<file path="src/rtl/fsm_calculator_nd.sv">
// fsm_calculator_nd: multi-digit keypad calculator FSM with chaining, repeat-equal and an iterative divider.
// Optional feature macro CALC_MOD_EN: accepts opcode 5 (MOD) and returns the divider remainder.
module fsm_calculator_nd #(
  parameter int WIDTH      = 16,
  parameter int MAX_DIGITS = 4
) (
  input  logic             clk,
  input  logic             clear_n,
  input  logic             num_valid,
  input  logic [3:0]       button_num,
  input  logic             op_valid,
  input  logic [2:0]       button_op,
  input  logic             equal,
  output logic [WIDTH-1:0] result_temp,
  output logic [WIDTH-1:0] result,
  output logic             result_valid,
  output logic             busy,
  output logic             error
);
  localparam int CW = $clog2(WIDTH);
  localparam int DW = $clog2(MAX_DIGITS + 1);

  typedef enum logic [2:0] {
    S_IDLE, S_ENTER_A, S_ENTER_B, S_EXEC, S_DONE, S_ERROR
  } state_e;

  typedef enum logic [2:0] {
    OP_NONE = 3'd0, OP_ADD = 3'd1, OP_SUB = 3'd2, OP_MUL = 3'd3, OP_DIV = 3'd4, OP_MOD = 3'd5
  } op_e;

  state_e           state, state_d;
  op_e              op, op_d, pend_op, pend_op_d, in_op;
  logic [WIDTH-1:0] a, a_d, b, b_d, rep_b, rep_b_d;
  logic [WIDTH-1:0] div_q, div_q_d, div_r, div_r_d;
  logic [WIDTH-1:0] result_d, result_temp_d;
  logic             result_valid_d, error_d, eq_cmt, eq_cmt_d;
  logic [DW-1:0]    a_cnt, a_cnt_d, b_cnt, b_cnt_d;
  logic [CW-1:0]    cnt, cnt_d;

  logic             op_ok, ev_num, ev_op, ev_eq;
  logic [WIDTH-1:0] d_ext, x, y, wb_val, q_new, r_new, sub;
  logic             start, start_eq, wb, wb_err, ge;
  logic [WIDTH:0]   sum, sh;
  logic [2*WIDTH-1:0] prod;

  function automatic logic [WIDTH-1:0] append(input logic [WIDTH-1:0] v, input logic [WIDTH-1:0] d);
    return v * WIDTH'(10) + d;
  endfunction

  always_comb begin
    op_ok = 1'b0;
    case (button_op)
      3'd1, 3'd2, 3'd3, 3'd4: op_ok = 1'b1;
`ifdef CALC_MOD_EN
      3'd5: op_ok = 1'b1;
`endif
      default: op_ok = 1'b0;
    endcase
  end

  // Strobe presence (not validity) sets priority: a present higher strobe drops lower ones.
  assign ev_eq  = equal;
  assign ev_op  = op_valid && !equal && op_ok;
  assign ev_num = num_valid && !op_valid && !equal && (button_num < 4'd10);
  assign in_op  = op_e'(button_op);
  assign d_ext  = {{(WIDTH-4){1'b0}}, button_num};
  assign busy   = (state == S_EXEC);

  assign sum   = {1'b0, a} + {1'b0, b};
  assign prod  = {{WIDTH{1'b0}}, a} * {{WIDTH{1'b0}}, b};
  assign sh    = {div_r, div_q[WIDTH-1]};
  assign ge    = (sh >= {1'b0, b});
  assign sub   = sh[WIDTH-1:0] - b;
  assign r_new = ge ? sub : sh[WIDTH-1:0];
  assign q_new = {div_q[WIDTH-2:0], ge};

  always_comb begin
    state_d        = state;
    op_d           = op;
    pend_op_d      = pend_op;
    a_d            = a;
    b_d            = b;
    rep_b_d        = rep_b;
    a_cnt_d        = a_cnt;
    b_cnt_d        = b_cnt;
    div_q_d        = div_q;
    div_r_d        = div_r;
    cnt_d          = cnt;
    eq_cmt_d       = eq_cmt;
    result_d       = result;
    result_temp_d  = result_temp;
    result_valid_d = 1'b0;
    error_d        = error;
    start          = 1'b0;
    start_eq       = 1'b0;
    x              = a;
    y              = b;
    wb             = 1'b0;
    wb_err         = 1'b0;
    wb_val         = '0;

    case (state)
      S_IDLE, S_DONE: begin
        if (ev_eq) begin
          if (state == S_DONE && op != OP_NONE) begin
            start = 1'b1; start_eq = 1'b1; x = result; y = rep_b;
          end
        end else if (ev_op) begin
          a_d = result; op_d = in_op; b_d = '0; b_cnt_d = '0; state_d = S_ENTER_B;
        end else if (ev_num) begin
          a_d = d_ext; a_cnt_d = DW'(1); state_d = S_ENTER_A;
        end
      end
      S_ENTER_A: begin
        if (ev_eq) begin
          result_d = a; result_valid_d = 1'b1; state_d = S_DONE;
        end else if (ev_op) begin
          op_d = in_op; b_d = '0; b_cnt_d = '0; state_d = S_ENTER_B;
        end else if (ev_num && a_cnt < DW'(MAX_DIGITS)) begin
          a_d = append(a, d_ext); a_cnt_d = a_cnt + 1'b1;
        end
      end
      S_ENTER_B: begin
        if (ev_eq) begin
          if (b_cnt != '0) begin
            start = 1'b1; start_eq = 1'b1;
          end
        end else if (ev_op) begin
          if (b_cnt == '0) op_d = in_op;
          else begin
            start = 1'b1; pend_op_d = in_op;
          end
        end else if (ev_num && b_cnt < DW'(MAX_DIGITS)) begin
          b_d = append(b, d_ext); b_cnt_d = b_cnt + 1'b1;
        end
      end
      S_EXEC: begin
        if (op inside {OP_DIV, OP_MOD}) begin
          div_q_d = q_new; div_r_d = r_new; cnt_d = cnt + 1'b1;
          if (cnt == CW'(WIDTH - 1)) begin
            wb     = 1'b1;
            wb_err = (b == '0);
`ifdef CALC_MOD_EN
            wb_val = (op == OP_MOD) ? r_new : q_new;
`else
            wb_val = q_new;
`endif
          end
        end else begin
          wb = 1'b1;
          case (op)
            OP_ADD:  begin wb_val = sum[WIDTH-1:0];  wb_err = sum[WIDTH]; end
            OP_SUB:  begin wb_val = a - b;           wb_err = (b > a); end
            OP_MUL:  begin wb_val = prod[WIDTH-1:0]; wb_err = |prod[2*WIDTH-1:WIDTH]; end
            default: begin wb_val = '0;              wb_err = 1'b0; end
          endcase
        end
      end
      S_ERROR: begin
        if (ev_num) begin
          error_d = 1'b0; a_d = d_ext; a_cnt_d = DW'(1); state_d = S_ENTER_A;
        end
      end
      default: state_d = S_IDLE;
    endcase

    // Operands are latched into a/b so the EXEC datapath never needs to know who triggered it.
    if (start) begin
      state_d = S_EXEC; eq_cmt_d = start_eq; a_d = x; b_d = y;
      div_q_d = x; div_r_d = '0; cnt_d = '0;
    end

    if (wb) begin
      if (wb_err) begin
        error_d = 1'b1; result_d = '0; result_temp_d = '0; state_d = S_ERROR;
      end else begin
        a_d = wb_val; result_temp_d = wb_val;
        if (eq_cmt) begin
          result_d = wb_val; rep_b_d = b; result_valid_d = 1'b1; state_d = S_DONE;
        end else begin
          op_d = pend_op; b_d = '0; b_cnt_d = '0; state_d = S_ENTER_B;
        end
      end
    end
  end

  always_ff @(posedge clk) begin
    if (!clear_n) begin
      state        <= S_IDLE;
      op           <= OP_NONE;
      pend_op      <= OP_NONE;
      a            <= '0;
      b            <= '0;
      rep_b        <= '0;
      a_cnt        <= '0;
      b_cnt        <= '0;
      div_q        <= '0;
      div_r        <= '0;
      cnt          <= '0;
      eq_cmt       <= 1'b0;
      result       <= '0;
      result_temp  <= '0;
      result_valid <= 1'b0;
      error        <= 1'b0;
    end else begin
      state        <= state_d;
      op           <= op_d;
      pend_op      <= pend_op_d;
      a            <= a_d;
      b            <= b_d;
      rep_b        <= rep_b_d;
      a_cnt        <= a_cnt_d;
      b_cnt        <= b_cnt_d;
      div_q        <= div_q_d;
      div_r        <= div_r_d;
      cnt          <= cnt_d;
      eq_cmt       <= eq_cmt_d;
      result       <= result_d;
      result_temp  <= result_temp_d;
      result_valid <= result_valid_d;
      error        <= error_d;
    end
  end
endmodule

</file>
<file path="config.mk">
export PLATFORM = sky130hd
export DESIGN_NAME = fsm_calculator_nd
export DESIGN_NICKNAME = d
export VERILOG_FILES = /design/src/rtl/fsm_calculator_nd.sv
export SDC_FILE = /design/constraint.sdc
export NUM_CORES = 1
export LEC_CHECK = 0
export CAP_MARGIN = 20
export CORE_ASPECT_RATIO = 0.5
export CORE_MARGIN = 3
export CORE_UTILIZATION = 64
export DETAILED_ROUTE_END_ITERATION = 8
export PLACE_DENSITY = 0.84
export SETUP_SLACK_MARGIN = 0.1
export SLEW_MARGIN = 20
export SYNTH_ARGS = -nofsm -noshare
export SYNTH_HDL_FRONTEND = slang
export SYNTH_SLANG_ARGS = --single-unit
</file>
<file path="constraint.sdc">
create_clock -name clk -period 14.75 [get_ports clk]
set_input_delay 2.95 -clock clk [delete_from_list [all_inputs] [get_ports clk]]
set_output_delay 2.95 -clock clk [all_outputs]
set_load 0.05 [all_outputs]
</file>
Yosys cells after proc, flatten, opt, wreduce, memory -nomap -nowiden
Cells that the tools add are included.
- add/subtract/negate cells: 8
- multiply operators: 3
- magnitude comparators: 5
- equal/unequal tests: 23
- muxes and demuxes: 101
- bitwise logic cells: 4
- reduce and logical (&&, ||, !) cells: 31
- operators by type and width (kind ; count):
    2-to-1 mux 16 bit ; 37
    case mux 16 bit (3 select lines) ; 2
    2-to-1 mux 3 bit ; 31
    adder 16 x 4 -> 16 bit ; 2
    multiplier 16 x 16 -> 32 bit ; 1
    multiplier 16 x 3 -> 15 bit, second input constant ; 2
    case mux 16 bit (2 select lines) ; 1
    subtractor 16 bit ; 2
    2-to-1 mux 1 bit ; 23
    equality test 3 x 2 -> 1 bit, second input constant ; 6
    adder 16 x 16 -> 17 bit ; 1
    >= comparator 17 x 16 -> 1 bit ; 1
    > comparator 16 bit ; 1
    logical NOT 16 bit ; 1
    OR reduction 16 bit ; 1
    equality test 3 bit, second input constant ; 5
    case mux 3 bit (2 select lines) ; 2
    case mux 3 bit (4 select lines) ; 1
    inequality test 2 bit, second input constant ; 5
    equality test 3 x 1 -> 1 bit, second input constant ; 3
    case mux 3 bit (3 select lines) ; 1
    nonzero test 3 bit ; 3
    logical AND 1 bit ; 8
    adder 3 x 1 -> 3 bit, second input constant ; 2
    20 further kinds ; 33
- bits in registers: 134
- input bits: 12
- output and inout port bits: 35
- logic and storage cells: 191

Depth between registers and ports, before layout
Gate-level depths: netlist (run 1).
- word-level depth: 13
- mapped depth: 29
- depth with buffers taken out: 25

Worst setup path after synthesis (run 1)
Ideal clock, no wire load.
- path kind: register to register
- start: register b[1]
- end: register rep_b[14]
- setup time: 0.072 ns
- data arrival time: 7.104 ns
- data required time: 14.678 ns
- slack: 7.575 ns
- cell stages (with the launch flop): 28
- period minus slack after synthesis: 7.175 ns
- path through: dfxtp_1 clkbuf_1 clkbuf_1 nand2_1 fa_1 fa_1 inv_1 fa_1 fa_1 fa_1 inv_1 fa_1 inv_1 ha_1 clkbuf_1 nand4_1 o22ai_1 a211oi_2 o21a_1 o21ai_0 xor2_1 a2111oi_2 nand4_2 o31ai_4 and3_1 buf_6 buf_8 mux2i_1
- cells in the longest elaborated chain, start to end: 7
- RTL lines (what ; line ; text):
    start: declaration ; 33 ; logic [WIDTH-1:0] a, a_d, b, b_d, rep_b, rep_b_d;
    start signal: assignment ; 193 ; b <= '0;
    start signal: assignment ; 210 ; b <= b_d;
    multiplier 16 x 16 -> 32 bit ; 70 ; assign prod = {{WIDTH{1'b0}}, a} * {{WIDTH{1'b0}}, b};
    OR reduction 16 bit ; 154 ; OP_MUL: begin wb_val = prod[WIDTH-1:0]; wb_err = |prod[2*WIDTH-1:WIDTH]; end
    case mux 1 bit (3 select lines) ; 151 ; case (op)
    2-to-1 mux 1 bit * ; 138 ; if (op inside {OP_DIV, OP_MOD}) begin
    2-to-1 mux 1 bit * ; 102 ; case (state)
    NOT 1 bit (no source line) * ; -- ;
    AND reduction 3 bit (no source line) * ; -- ;
    end signal: assignment ; 211 ; rep_b <= rep_b_d;
    end: declaration ; 33 ;
Every way passes the cells marked *; elsewhere a longest branch is shown, timed or not.
A chain may end at the register's enable or synchronous reset.

Final worst setup path (run 1)
- start: register a[7]
- end: register rep_b[14]
- cells in the longest elaborated chain, start to end: 7
- RTL lines (what ; line ; text):
    start: declaration ; 33 ;
    start signal: assignment ; 192 ; a <= '0;
    start signal: assignment ; 209 ; a <= a_d;
    multiplier 16 x 16 -> 32 bit ; 70 ;
    OR reduction 16 bit ; 154 ;
    case mux 1 bit (3 select lines) * ; 151 ;
    2-to-1 mux 1 bit * ; 138 ;
    2-to-1 mux 1 bit * ; 102 ;
    NOT 1 bit (no source line) * ; -- ;
    AND reduction 3 bit (no source line) * ; -- ;
Marks and branches as above.

==> results of run 1 <==
kinds of logic after synthesis:
logic type	Yosys count	share of synthesized area
xor+xnor	83	0.0381
mux	49	0.0259
buf+inv	422	0.0829
flops	134	0.138
fa+ha+maj	409	0.341
compound gates	541	0.188
simple gates	757	0.186
routing by layer:
layer | share of wire | up-vias
li1 | - | 8116
met2 | 0.42 | 1292
met4 | 0.037 | 4
met1 | 0.39 | 8570
met3 | 0.15 | 241
met5 | 0.00037 | -
sequential cells by signal, summed over array words and instances (netlist names), 3 cells and up:
signal and count:
cnt 4, b 16, a_cnt 3, a 16, div_r 16, result 16, rep_b 16, state 3
b_cnt 3, div_q 16, pend_op 3, op 3, result_temp 16
how the worst max path moves through the flow:
stage          depth (start not counted)        end  slack [ps]  start
6_report                              24  rep_b[14]        6190   a[7]
5_1_grt                               24  rep_b[14]        5910   a[7]
4_1_cts                               24  rep_b[14]        6370   a[7]
3_5_place_dp                          24  rep_b[14]        6400   a[7]
3_3_place_gp                          24  rep_b[11]        6570   a[7]
2_1_floorplan                         27  rep_b[14]        7570   b[1]
per-stage QoR:
step                      cells  area, um^2  hold slack (ps)
after CTS                  2766       20700              452
after global placement     2734       20100              438
after detailed placement   2734       20100              442
final                      2766       20700              453
after global routing       2766       20700              467
after floorplan            2395       19400              434
report_power, final:
| part | internal, mW | switching, mW |
|---|---|---|
| Combinational | 0.0290 | 0.0651 |
| Clock | 0.227 | 0.193 |
| Sequential | 0.364 | 0.00613 |
tightest hold or removal path, cell delays in order (launching register included):
cell     delay, ps
dfxtp_1        310
nand2_1         50
o21ai_1         50
layout by cell type, fill, tap and decap left out, types with 19 or more instances in the layout:
master / count
nand2_1: 298
inv_1: 283
ha_1: 208
fa_1: 201
a21oi_1: 155
nor2_1: 137
dfxtp_1: 134
and2_1: 111
o21ai_0: 93
xnor2_1: 48
clkdlybuf4s50_1: 45
nand3_1: 44
buf_4: 40
mux2i_1: 39
a211oi_1: 34
xor2_1: 34
nor3_1: 33
a222oi_1: 31
a22oi_1: 25
a21o_1: 23
o21ai_1: 22
nand4_1: 20
nor2b_1: 19
nand2b_1: 19
final cells by class:
cell class / count / area share
clock inverters: 14 / 0.00652
well taps: 391 / 0.0236
multi-input cells: 1839 / 0.731
repair buffers: 86 / 0.0365
inverters: 284 / 0.0514
flip-flops and latches: 134 / 0.129
clock buffers: 18 / 0.0212
==> impl_results.md, run 1 <==
* Outcome: finished with violations
* Failing checks: design-rule violations
* Hold path startpoint: result_temp[3]
* Synthesized Nets at about 2800
* Ports at 47
* Total power at 0.884 mW
* H-tree depth at 4
* Period utilisation layout at 0.580
* Leak at just under 9 nW
* Starting Density at 0.660
* M2 GR Usage at 0.571
* Global route total overflow at 0
* Routed len/inst at 22.4 um
* P&R area growth vs syn at 6.66%
* Skew final at 10.4 ps
* Vias per cell at 6.59
* Synth Register Bits at 134
* Final hold violations at 0
* Total Wirelength at 62100 um
* Worst-Margin Slew at approximately 1100 ps
* Global-route usage over all layers at 0.381
* Startpoint types: flip-flop
* GR peak layer: met2
* Pwr dens at 42.7 nW/um^2
* Post-synth top flop: dfxtp_1
* Synth top area share at 0.207
* DR iter-0 viols at 2327
* Worst hold path depth at 2
* # fillers at 2323
* Clock slew seen by the registers of the worst setup and hold paths at 70 ps
* MaxCap Viol Count at 0
* Syn Area/Cell at 8.11 um^2
* Setup crit end kind: flip-flop
* Crit Path Class: flip-flop to flip-flop
* Die ar. at 32600 um^2
* Slowest stage delay, CP at between 900 and 1000 ps
* Nets at 2783
* Commonest cells post-synth: 298 x nand2_1, 284 x inv_1, 208 x ha_1
* Most instantiated library cell after synthesis: nand2_1
* Cts repair resizes at 0
* Clock sinks at 134
* Row cnt at 44
* Register area at 2680 um^2
* Slew headroom at 0.265
* ANT cells at 0
* Mapped Cells at 2395
* Post-route setup slack at roughly 6200 ps
* Post-place setup slack at ~6400 ps
* Largest net degree at the start of global routing at 68
* CTS tree: yes
* CP delay by family, top: adder cells
* DR vias at approximately 18000
* Clk_lat worst skew at 430 ps
* Synth warn at 0
* Fmax at 0.117 GHz
* Crit Reg-Reg Endpoint: rep_b[14]
* Cell mode on critical path: fa_1
* Worst hold path class: flip-flop to flip-flop
* Worst path required time at 15090 ps
* Die X at 252 um
* Area leader, netlist: fa_1
* Worst-case clock buffer depth at 2
* Initial antenna violation count at 2
* Total CTS buffers at 17
* Worst-path cell chain: buf_4 > ha_1 > inv_1 > fa_1 > fa_1 > fa_1 > inv_1 > fa_1 > fa_1 > inv_1 > fa_1 > inv_1 > ha_1 > nand4_1 > o22ai_1 > a211oi_2 > o21a_1 > o21ai_0 > xor2_1 > a2111oi_2 > nand4_2 > o31ai_4 > and3_1 > mux2i_1
* Worst IR Drop VDD at ~70 uV
* Clk root buf: clkbuf_16
* Buffers on Ports at 46
* Post-synth EDFFs at 0
* Final min period at 8560 ps
* Layout cells sized above 1 at 0.0493
* Die Y at 129 um
* Final setup fails at 0
* RSZ-0062 raised after global routing: no
* Synth top area cells: fa_1 21%, dfxtp_1 14%, ha_1 13%
* Crit Path Max Fanout at 17
* Reg2Reg Depth at 24
* Final Slew Violations at 0
* DR pass1 iterations at 9
* Arr. time, crit path at approximately 9000 ps
* Worst hold endpoint: result_temp[3]
* Core region area at approximately 29000 um^2
* Setup TNS at 0 ps
* Multi-input combinational cell area at approximately 15000 um^2
* First-pass GRT wire length at 96800 um
* Synthesized area at 19400 um^2
* Vias in the first global route at 17569
* Asr flop ratio synth at 0
* Reg2Reg Setup Slack at about 6200 ps
* Yosys cell types at 89
* Final GP Congestion at slightly above 1
* Sequential area share after synthesis at 0.138
* Dpl hpwl at 46700 um
* R2r startpoint: a[7]
* Setup bufs post-CTS at 0
* Residual DRC at 12
* Met3 Use GR at 0.119
* Worst Path Buf+Inv at 5
* Post-CTS Hold Buffers at 0
* Slowest CP cell: and3_1
* GR Layer Usage met1 at 0.522
* Remaining antenna violation count at 0
* Util after Layout at 0.704
Power figures use the tool's default switching activity.
==> run 2: changes to the inputs <==
Clock period 14.75 ns to 8.4 ns, I/O delays scaled along.
==> run 2 against run 1 <==
  * The run still ends with design-rule violations left
  * Flip-flop and latch count unchanged
  * Fmax increased by 5.9%
  * Worst hold slack worse by 4.2 ps
  * Count of clock-buffer cells in the layout rose by 2
  * Core utilization rose by 0.74 points
  * Die area is the same
  * Highest routed layer unchanged
==> impl_results.md, run 2 (same netlist as run 1, synthesis figures left out) <==
* Period utilisation layout at 0.963
* Largest net degree at the start of global routing at 68
* Crit Path Max Fanout at 15
* Worst IR Drop VDD at 148 uV
* P&R area growth vs syn at 7.78%
* Dpl cells at roughly 2800
* Die X at between 200 and 300 um
* DR vias at 18345
* Remaining antenna violation count at 0
* Clock sinks at 134
* Nets at 2806
* CP delay by family, top: adder cells
* Failing checks: design-rule violations
* Ports at 47
* Worst-case clock buffer depth at 2
* Setup bufs post-CTS at 0
* H-tree depth at 4
* Worst hold path class: flip-flop to flip-flop
* DR iter-0 viols at 2570
* Slowest CP cell: dfxtp_1
* Crit Path Class: flip-flop to flip-flop
* Buffers on Ports at 46
* Vias in the first global route at 18003
* Pwr dens at 77.7 nW/um^2
* Util after Layout at 0.711
* Setup TNS at 0 ps
* Cell mode on critical path: fa_1
* Final min period at 8090 ps
* DR pass1 iterations at 9
* Fmax at 0.124 GHz
* Die ar. at 32600 um^2
* Vias per cell at 6.58
* Die Y at 129 um
* Layout cells sized above 1 at 0.0584
* Dpl hpwl at between 40000 and 50000 um
* Global-route usage over all layers at 0.389
* Total CTS buffers at 17
* Final setup fails at 0
* Most frequent cells in the layout: 298 x nand2_1, 283 x inv_1, 208 x ha_1, 201 x fa_1, 155 x a21oi_1
* Post-route insts no fill at 2790
* Core region area at 29500 um^2
* Worst-path cell chain: ha_1 > fa_1 > inv_1 > fa_1 > fa_1 > fa_1 > inv_1 > fa_1 > inv_1 > fa_1 > inv_1 > ha_1 > a21oi_1 > o22ai_1 > a211oi_2 > o21a_1 > o21ai_0 > xor2_1 > a2111oi_2 > nand4_2 > o21ai_4 > buf_4 > a211oi_1 > a211oi_1
* Final hold violations at 0
* Final GP Congestion at roughly 1.0
* MaxCap Viol Count at 0
* First-pass GRT wire length at 98300 um
* Starting Density at 0.660
* Setup crit end kind: flip-flop
* DP Area at 20300 um^2
* Worst-Margin Slew at 1290 ps
* Row cnt at 44
* Clk root buf: clkbuf_16
* Global route total overflow at 0
* Routed len/inst at between 20 and 25 um
* Clk_lat worst skew at 430 ps
* Fin area at ~21000 um^2
* Worst Path Buf+Inv at 5
* RSZ-0062 raised after global routing: no
* Worst path required time at 8650 ps
* Clock slew seen by the registers of the worst setup and hold paths at about 60 ps
* Slowest stage delay, CP at roughly 790 ps
* Commonest non-fill, non-tap cell in the layout: nand2_1
* Leak at 9.02 nW
* Startpoint types: flip-flop
* Final Slew Violations at 0
* # fillers at 2335
* Arr. time, crit path at 8330 ps
* Residual DRC at 9
* CTS tree: yes
* Skew final at 9.77 ps
* Initial antenna violation count at 3
* Total Wirelength at 62900 um
* Outcome: finished with violations
* Slew headroom at 0.139
==> run 2: changes by cell type in the layout (fill, tap and decap cells not counted), moves of 2 or more <==
cell / previous run / this run
buf_2: 1 / 3
buf_4: 40 / 61
bufinv_16: 0 / 3
clkinv_2: 0 / 2
clkinv_4: 4 / 2
clkinvlp_4: 2 / 0
inv_8: 3 / 1
==> run 2: worst reg2reg max path, delay by kind of cell, from the launching register on <==
kind	cells	cell delay (ps)
adder cells (fa/ha/maj)	8	3650
XOR/XNOR	1	170
AND/OR/NAND/NOR	1	320
buffers and inverters	5	480
AO/OA/AOI/OAI	9	2490
flip-flops	1	790
==> run 2: metrics by stage <==
| stage | hold WS [ps] | total power [mW] | worst slack [ps] |
|---|---|---|---|
| detailed placement | 443 | 0.821 | 549 |
| floorplan | 434 | 0.765 | 1220 |
| global placement | 440 | 0.819 | 678 |
| global route | 472 | 1.66 | 126 |
| finish | 448 | 1.63 | 315 |
| CTS | 452 | 1.62 | 546 |
==> run 2: final timing paths <==
kind / start / endpoint / slack, ps / depth (start not counted)
max reg2reg: b[5] / a[9] / 310 / 24
min reg2reg: result_temp[9] / result_temp[9] / 450 / 2
max: b[5] / a[9] / 310 / 24
min: result_temp[9] / result_temp[9] / 450 / 2
==> run 2: area by class of cell <==
cell class | instances | area, um^2 | share of cell area
Multi-Input combinational cell | 1839 | 15200 | 0.724
Clock buffer | 20 | 457 | 0.0218
Antenna cell | 1 | 2.50 | 0.000119
Timing Repair Buffer | 109 | 923 | 0.0441
Clock inverter | 12 | 164 | 0.00783
Sequential cell | 134 | 2680 | 0.128
Tap cell | 391 | 489 | 0.0234
Inverter | 284 | 1070 | 0.0509
==> run 2: power breakdown <==
| group | internal (mW) | switching, mW | leakage (nW) | total (mW) |
|---|---|---|---|---|
| sequential | 0.639 | 0.0145 | 1.08 | 0.653 |
| clock | 0.489 | 0.322 | 0.308 | 0.811 |
| combinational | 0.0521 | 0.112 | 7.64 | 0.164 |
==> run 2: routing by layer <==
layer,global-route usage,part of all wire
met3,0.131,0.15
met5,0.0157,0.0012
met4,0.146,0.039
met1,0.506,0.39
met2,0.604,0.42
==> run 2: repair_timing <==
item	in CTS	in global routing
gates resized for setup	0	1
endpoints found under the setup margin	0	9
hold buffers	0	0
